File: config.mk
export PLATFORM = sky130hd
export DESIGN_NAME = pipeline_stall_ctrl
export DESIGN_NICKNAME = d
export VERILOG_FILES = /design/src/rtl/pipeline_stall_ctrl.sv
export SDC_FILE = /design/constraint.sdc
export NUM_CORES = 1
export LEC_CHECK = 0
export BUFFER_PORTS_ARGS = -buffer_cell sky130_fd_sc_hd__buf_2
export CORE_MARGIN = 3
export CORE_UTILIZATION = 60
export CTS_CLUSTER_DIAMETER = 80
export DETAILED_ROUTE_END_ITERATION = 7
export PLACE_DENSITY = 0.91
export SETUP_SLACK_MARGIN = 0.15
export SYNTH_ARGS = -nofsm -noshare
export SYNTH_HDL_FRONTEND = slang
export SYNTH_SLANG_ARGS = --single-unit
File: constraint.sdc
create_clock -name clk -period 3.6 [get_ports clk]
set_input_delay 0.18 -clock clk [delete_from_list [all_inputs] [get_ports clk]]
set_output_delay 0.18 -clock clk [all_outputs]
set_load 0.05 [all_outputs]
File: src/rtl/pipeline_stall_ctrl.sv
// rtl/pipeline_stall_ctrl.sv - pipeline enable/flush sequencing with memory-freeze FSM
//
// Purpose:
//   Central sequencing controller for the 5-stage core. Converts hazard,
//   taken-branch and data-memory handshake information into per-stage
//   register enables and flushes. Multi-cycle memory accesses freeze the
//   whole pipeline; an access that never completes within MEM_TIMEOUT
//   wait cycles parks the controller in a sticky error state.
//   Stall, flush and freeze cycles are counted for performance debug.
//
// Parameters:
//   MEM_TIMEOUT  max consecutive MEM_WAIT cycles before memory error
//   CNT_W        width of the performance counters
//
// Ports:
//   clk              pipeline clock, rising edge
//   rst              asynchronous active-high reset
//   hazard_detected  ID instruction must wait
//   branch_taken     EXE-stage taken branch/jump (IF/ID are wrong-path)
//   mem_req          MEM stage has a load/store in flight
//   mem_ready        data memory completes the access this cycle
//   cnt_clr          synchronous clear of the three counters
//   pc_en            PC load enable
//   if_id_en         IF/ID enable
//   if_id_flush      IF/ID loads a NOP
//   id_exe_en        ID/EXE enable
//   id_exe_flush     ID/EXE loads a bubble
//   exe_mem_en       EXE/MEM enable
//   mem_wb_en        MEM/WB enable
//   mem_error        sticky memory-timeout flag
//   stall_cnt        hazard-stall cycle count
//   flush_cnt        branch-flush cycle count
//   freeze_cnt       memory-freeze cycle count

module pipeline_stall_ctrl #(
  parameter int MEM_TIMEOUT = 255,
  parameter int CNT_W       = 16
) (
  input  logic             clk,
  input  logic             rst,
  input  logic             hazard_detected,
  input  logic             branch_taken,
  input  logic             mem_req,
  input  logic             mem_ready,
  input  logic             cnt_clr,
  output logic             pc_en,
  output logic             if_id_en,
  output logic             if_id_flush,
  output logic             id_exe_en,
  output logic             id_exe_flush,
  output logic             exe_mem_en,
  output logic             mem_wb_en,
  output logic             mem_error,
  output logic [CNT_W-1:0] stall_cnt,
  output logic [CNT_W-1:0] flush_cnt,
  output logic [CNT_W-1:0] freeze_cnt
);

  localparam int WAIT_W = $clog2(MEM_TIMEOUT + 1);
  localparam logic [WAIT_W-1:0] WAIT_LIMIT = WAIT_W'(MEM_TIMEOUT);

  typedef enum logic [1:0] {
    ST_RUN      = 2'd0,
    ST_MEM_WAIT = 2'd1,
    ST_ERROR    = 2'd2
  } state_t;

  state_t            state_q;
  state_t            state_d;
  logic [WAIT_W-1:0] wait_cnt_q;
  logic [WAIT_W-1:0] wait_cnt_d;

  // Which action is applied this cycle; these also drive the counters.
  logic freeze_act;
  logic flush_act;
  logic stall_act;

  // ---------------------------------------------------------------------
  // Action decode: freeze > flush > stall > normal.
  // In ERROR nothing is "applied": the pipeline is dead, not frozen, so
  // no counter advances there.
  // ---------------------------------------------------------------------
  always_comb begin
    freeze_act = 1'b0;
    flush_act  = 1'b0;
    stall_act  = 1'b0;
    if (!rst) begin
      unique case (state_q)
        ST_RUN:      freeze_act = mem_req && !mem_ready;
        ST_MEM_WAIT: freeze_act = !mem_ready;
        default:     freeze_act = 1'b0;
      endcase
      if (state_q != ST_ERROR && !freeze_act) begin
        flush_act = branch_taken;
        // A hazard under a taken branch is squashed along with the branch shadow.
        stall_act = !branch_taken && hazard_detected;
      end
    end
  end

  // ---------------------------------------------------------------------
  // Stage controls. Everything defaults to "hold, no flush", which is
  // exactly the freeze / ERROR / reset behaviour.
  // ---------------------------------------------------------------------
  always_comb begin
    pc_en        = 1'b0;
    if_id_en     = 1'b0;
    if_id_flush  = 1'b0;
    id_exe_en    = 1'b0;
    id_exe_flush = 1'b0;
    exe_mem_en   = 1'b0;
    mem_wb_en    = 1'b0;
    if (!rst && state_q != ST_ERROR && !freeze_act) begin
      exe_mem_en = 1'b1;
      mem_wb_en  = 1'b1;
      id_exe_en  = 1'b1;
      if (flush_act) begin
        pc_en        = 1'b1;
        if_id_en     = 1'b1;
        if_id_flush  = 1'b1;
        id_exe_flush = 1'b1;
      end else if (stall_act) begin
        // Hold PC and IF/ID, push a bubble into ID/EXE.
        id_exe_flush = 1'b1;
      end else begin
        pc_en    = 1'b1;
        if_id_en = 1'b1;
      end
    end
  end

  // ---------------------------------------------------------------------
  // Memory-freeze FSM, next state.
  // The wait counter holds the index of the current MEM_WAIT cycle, so the
  // access gets exactly MEM_TIMEOUT wait cycles after the first frozen RUN
  // cycle before giving up.
  // ---------------------------------------------------------------------
  always_comb begin
    state_d    = state_q;
    wait_cnt_d = wait_cnt_q;
    unique case (state_q)
      ST_RUN: begin
        if (mem_req && !mem_ready) begin
          state_d    = ST_MEM_WAIT;
          wait_cnt_d = WAIT_W'(1);
        end
      end
      ST_MEM_WAIT: begin
        if (mem_ready) begin
          state_d    = ST_RUN;
          wait_cnt_d = '0;
        end else if (wait_cnt_q == WAIT_LIMIT) begin
          state_d    = ST_ERROR;
        end else begin
          wait_cnt_d = wait_cnt_q + 1'b1;
        end
      end
      ST_ERROR: begin
        state_d = ST_ERROR;
      end
      default: begin
        state_d    = ST_RUN;
        wait_cnt_d = '0;
      end
    endcase
  end

  always_ff @(posedge clk or posedge rst) begin
    if (rst) begin
      state_q    <= ST_RUN;
      wait_cnt_q <= '0;
      mem_error  <= 1'b0;
    end else begin
      state_q    <= state_d;
      wait_cnt_q <= wait_cnt_d;
      if (state_d == ST_ERROR) begin
        mem_error <= 1'b1;
      end
    end
  end

  // ---------------------------------------------------------------------
  // Saturating performance counters; clear beats increment.
  // ---------------------------------------------------------------------
  always_ff @(posedge clk or posedge rst) begin
    if (rst) begin
      stall_cnt  <= '0;
      flush_cnt  <= '0;
      freeze_cnt <= '0;
    end else if (cnt_clr) begin
      stall_cnt  <= '0;
      flush_cnt  <= '0;
      freeze_cnt <= '0;
    end else begin
      if (stall_act && stall_cnt != '1) begin
        stall_cnt <= stall_cnt + 1'b1;
      end
      if (flush_act && flush_cnt != '1) begin
        flush_cnt <= flush_cnt + 1'b1;
      end
      if (freeze_act && freeze_cnt != '1) begin
        freeze_cnt <= freeze_cnt + 1'b1;
      end
    end
  end

endmodule

==> results.md <==
* Power per Cell Area at 374 nW/um2
* Drt wl/cell at roughly 15 um
* Worst slew margin at roughly two fifths
* Internal at roughly 1.1 mW
* Crit start category: input pin
* Netlist cell types at 52
* Critical path class: input pin to register
* Post-synth EDFFs at 0
* Post-Synth Adder-Cell Area at under 10%
* Mapped Cells at 352
* DR pass1 iterations at 4
* Number of global-route vias before repair at 2751
* Crit path DAT at 3.00 ns
* YS warnings at 0
* Ant. Diodes at 0
* Clock root cell: clkbuf_8
* Fin area at ~3800 um2
* Post-route antenna net violation count at 0
* Core Footprint at between 5000 and 6000 um2
* Post-CTS sizing at 0
* RSZ-0062 raised after global routing: no
* Largest net degree at the start of global routing at just over 50
* Port Buf Inserts at 62
* F_max at 360 MHz
* TritonCTS buffer count at 9
* Total GRT Usage at 25.3%
* Gp weighted congestion at 0.883
* Synth Cell Area at around 3300 um2
* Final hold vios at 0
* CTS tree: done
* Switch share at between 20% and 30%
* Top Ports at 63
* Post-Synth Simple-Gate Area at 28.2%
* Commonest non-fill, non-tap cell in the layout: buf_2
* Placed cell area at about 3600 um2
* Setup TNS at 0 ns
* Critical path capture point type: register
* Ys flop type: dfrtp_1
* Die Y at 79.7 um
* Detailed Route Iter0 Violations at roughly 190
* Clock power share at 44.3%
* Synth Area in Compound Gates at 10.8%
* Wire length of the first global-routing pass at 12600 um
* Clock transition at path regs at about 0.06 ns
* Most frequent cells in the layout: 62 x buf_2, 59 x dfrtp_1, 47 x nor2_1, 28 x xnor2_1, 22 x nand2_1
* Worst slew pin tran at approximately 0.91 ns
* Worst Skew at ~0.0075 ns
* Area growth syn-to-layout at 17.1%
* Synth Area in XOR/XNOR at under 10%
* Asr flop ratio synth at 100%
* Sw Pwr at roughly 350 uW
* Syn avg cell area at between 9 and 10 um2
* Maximum vdd drop at between 0.2 and 0.25 mV
* Total congestion overflow at 0
* Critical path peak fanout at 30
* Lkg Pwr at ~1.7 nW
* Syn nets at roughly 360
* # rows at 26
* Starting density of the core at 63.1%
* Sequential power share at between 40% and 50%
* Post-Layout Cell Count at slightly below 500
* DRC at 0
* CTS H-Tree Depth at 3
* Logic pwr share at under 10%
* Share of post-route cells with drive strength above 1 at a little over a fifth
* Sequential cell area fraction in the yosys report at 45.2%
* Endpoints failing setup at 0
* Slew Limit Fails at 0
* Final min period at 2.78 ns
* Max-Cap Viols at 0
* Initial antenna violation count at 0
* Clock buffer depth at 2
* Chip Width at 79.7 um
* CTS sink cnt at a little under 60
* Status: finished clean
* Die area at between 6000 and 7000 um2
* Mux contribution to synthesized area at 0.997%
* Vias at approximately 3000
* Final #Nets at around 420
* Dpl hpwl at between 5000 and 6000 um
* Final worst-path cycle share at 77.2%
* Routed vias/inst at 6.11
* DP Cell Count at 470
* Worst hold-check path type: input pin to register
* Main combinational cell family by area after synthesis: simple AND/OR/NAND/NOR gates
* Routed WL at ~7400 um
* Clock Latency Late Sink at 0.34 ns
* Register bit total from synthesis at 59
* Worst EP required at around 3.8 ns
==> cell usage after synthesis (2+ instances only) <==
library cell	instances	area, um2
or4_1	3	22.5
mux2_2	2	22.5
or2_2	4	25.0
nor2_1	47	176
nor3_1	6	30.0
xor2_1	9	78.8
nor4b_1	3	26.3
a211oi_1	3	22.5
nand4_1	19	119
inv_1	7	26.3
buf_4	4	30.0
xnor2_1	28	245
a41oi_1	2	17.5
and3_1	4	25.0
nand2_1	22	82.6
nand3_1	19	95.1
a21o_1	3	22.5
nor2b_1	5	31.3
clkbuf_1	11	41.3
a311oi_1	2	17.5
and2_1	5	31.3
o22ai_1	2	12.5
ha_1	4	50.1
and4_1	3	26.3
dfrtp_1	59	1480
a21oi_1	17	85.1
a31oi_1	2	12.5
or3_1	4	25.0
o31ai_1	3	22.5
nor3b_1	3	22.5
o21ai_0	9	45.0
nor4_1	18	113
==> final cells by class <==
class	count	area, um2
Fill cell	362	1350
Inverter	7	26.3
Clock inverter	1	30.0
Tap cell	70	87.6
Sequential cell	59	1480
Timing Repair Buffer	66	343
Multi-Input combinational cell	269	1680
Clock buffer	15	176
==> power groups by stage <==
| stage | clock network (mW) | registers, mW | logic (mW) |
|---|---|---|---|
| final | 0.633 | 0.685 | 0.110 |
| after global routing | 0.671 | 0.686 | 0.120 |
| after CTS | 0.639 | 0.684 | 0.111 |
| after detailed placement | 0 | 0.696 | 0.110 |
| after global placement | 0 | 0.696 | 0.106 |
| after floorplan | 0 | 0.702 | 0.0780 |
==> final timing paths <==
| check | endpoint | cells after the start | startpoint | slack, ns |
|---|---|---|---|---|
| setup / recovery | flush_cnt[12]$_DFFE_PP0P_ | 8 | rst | 0.82 |
| hold / removal | wait_cnt_q[2]$_DFFE_PP0P_ | 4 | mem_ready | 0.23 |
| setup reg to reg | flush_cnt[12]$_DFFE_PP0P_ | 5 | state_q[0]$_DFF_PP0_ | 0.95 |
| hold reg to reg | mem_error$_DFFE_PP0N_ | 1 | mem_error$_DFFE_PP0N_ | 0.47 |
| max in group asynchronous | stall_cnt[2]$_DFFE_PP0P_ | 4 | rst | 2.77 |
| min in group asynchronous | freeze_cnt[8]$_DFFE_PP0P_ | 4 | rst | 0.50 |
==> worst max-delay path, stage by stage <==
cell           delay [ns]
dlygate4sd3_1        0.53
buf_2                0.15
inv_2                0.05
buf_4                0.33
o2111ai_1            0.52
nor4_1               0.66
o311ai_0             0.25
mux2_2               0.31
==> cells by family after synthesis <==
kind of cell    after synthesis
xor+xnor                     37
buf+inv                      24
mux                           3
simple gates                172
fa+ha+maj                     4
flops                        59
compound gates               53
==> layer usage <==
| layer | part of all wire, % | GRT usage (%) | up-vias |
|---|---|---|---|
| met3 | 7.5 | 5.76 | 21 |
| met4 | 2.2 | 13.7 | 0 |
| met1 | 45 | 35.0 | 1420 |
| li1 | - | - | 1401 |
| met2 | 45 | 37.0 | 132 |
| met5 | 0 | 0 | - |
==> sequential cells by signal, summed over array words and instances, names as in the netlist <==
signal	cells
mem_error	1
state_q	2
wait_cnt_q	8
flush_cnt	16
stall_cnt	16
freeze_cnt	16
==> timing repair <==
| item | in CTS | in global routing |
|---|---|---|
| hold endpoints to repair | 59 | 0 |
| hold buffers | 1 | 0 |
| buffers inserted | 0 | 0 |
==> stage by stage <==
| stage | hold slack, ns | total power [mW] | worst slack, ns | utilization [%] |
|---|---|---|---|---|
| final | 0.233 | 1.43 | 0.822 | 73.9 |
| after global placement | 0.295 | 0.802 | 1.17 | 69.7 |
| after global routing | 0.264 | 1.48 | 0.617 | 73.9 |
| after floorplan | 0.375 | 0.780 | 0.156 | - |
| after detailed placement | 0.306 | 0.806 | 1.08 | 69.7 |
| after CTS | 0.221 | 1.43 | 0.857 | 73.9 |
No activity file was read; power rests on OpenSTA's default activity.
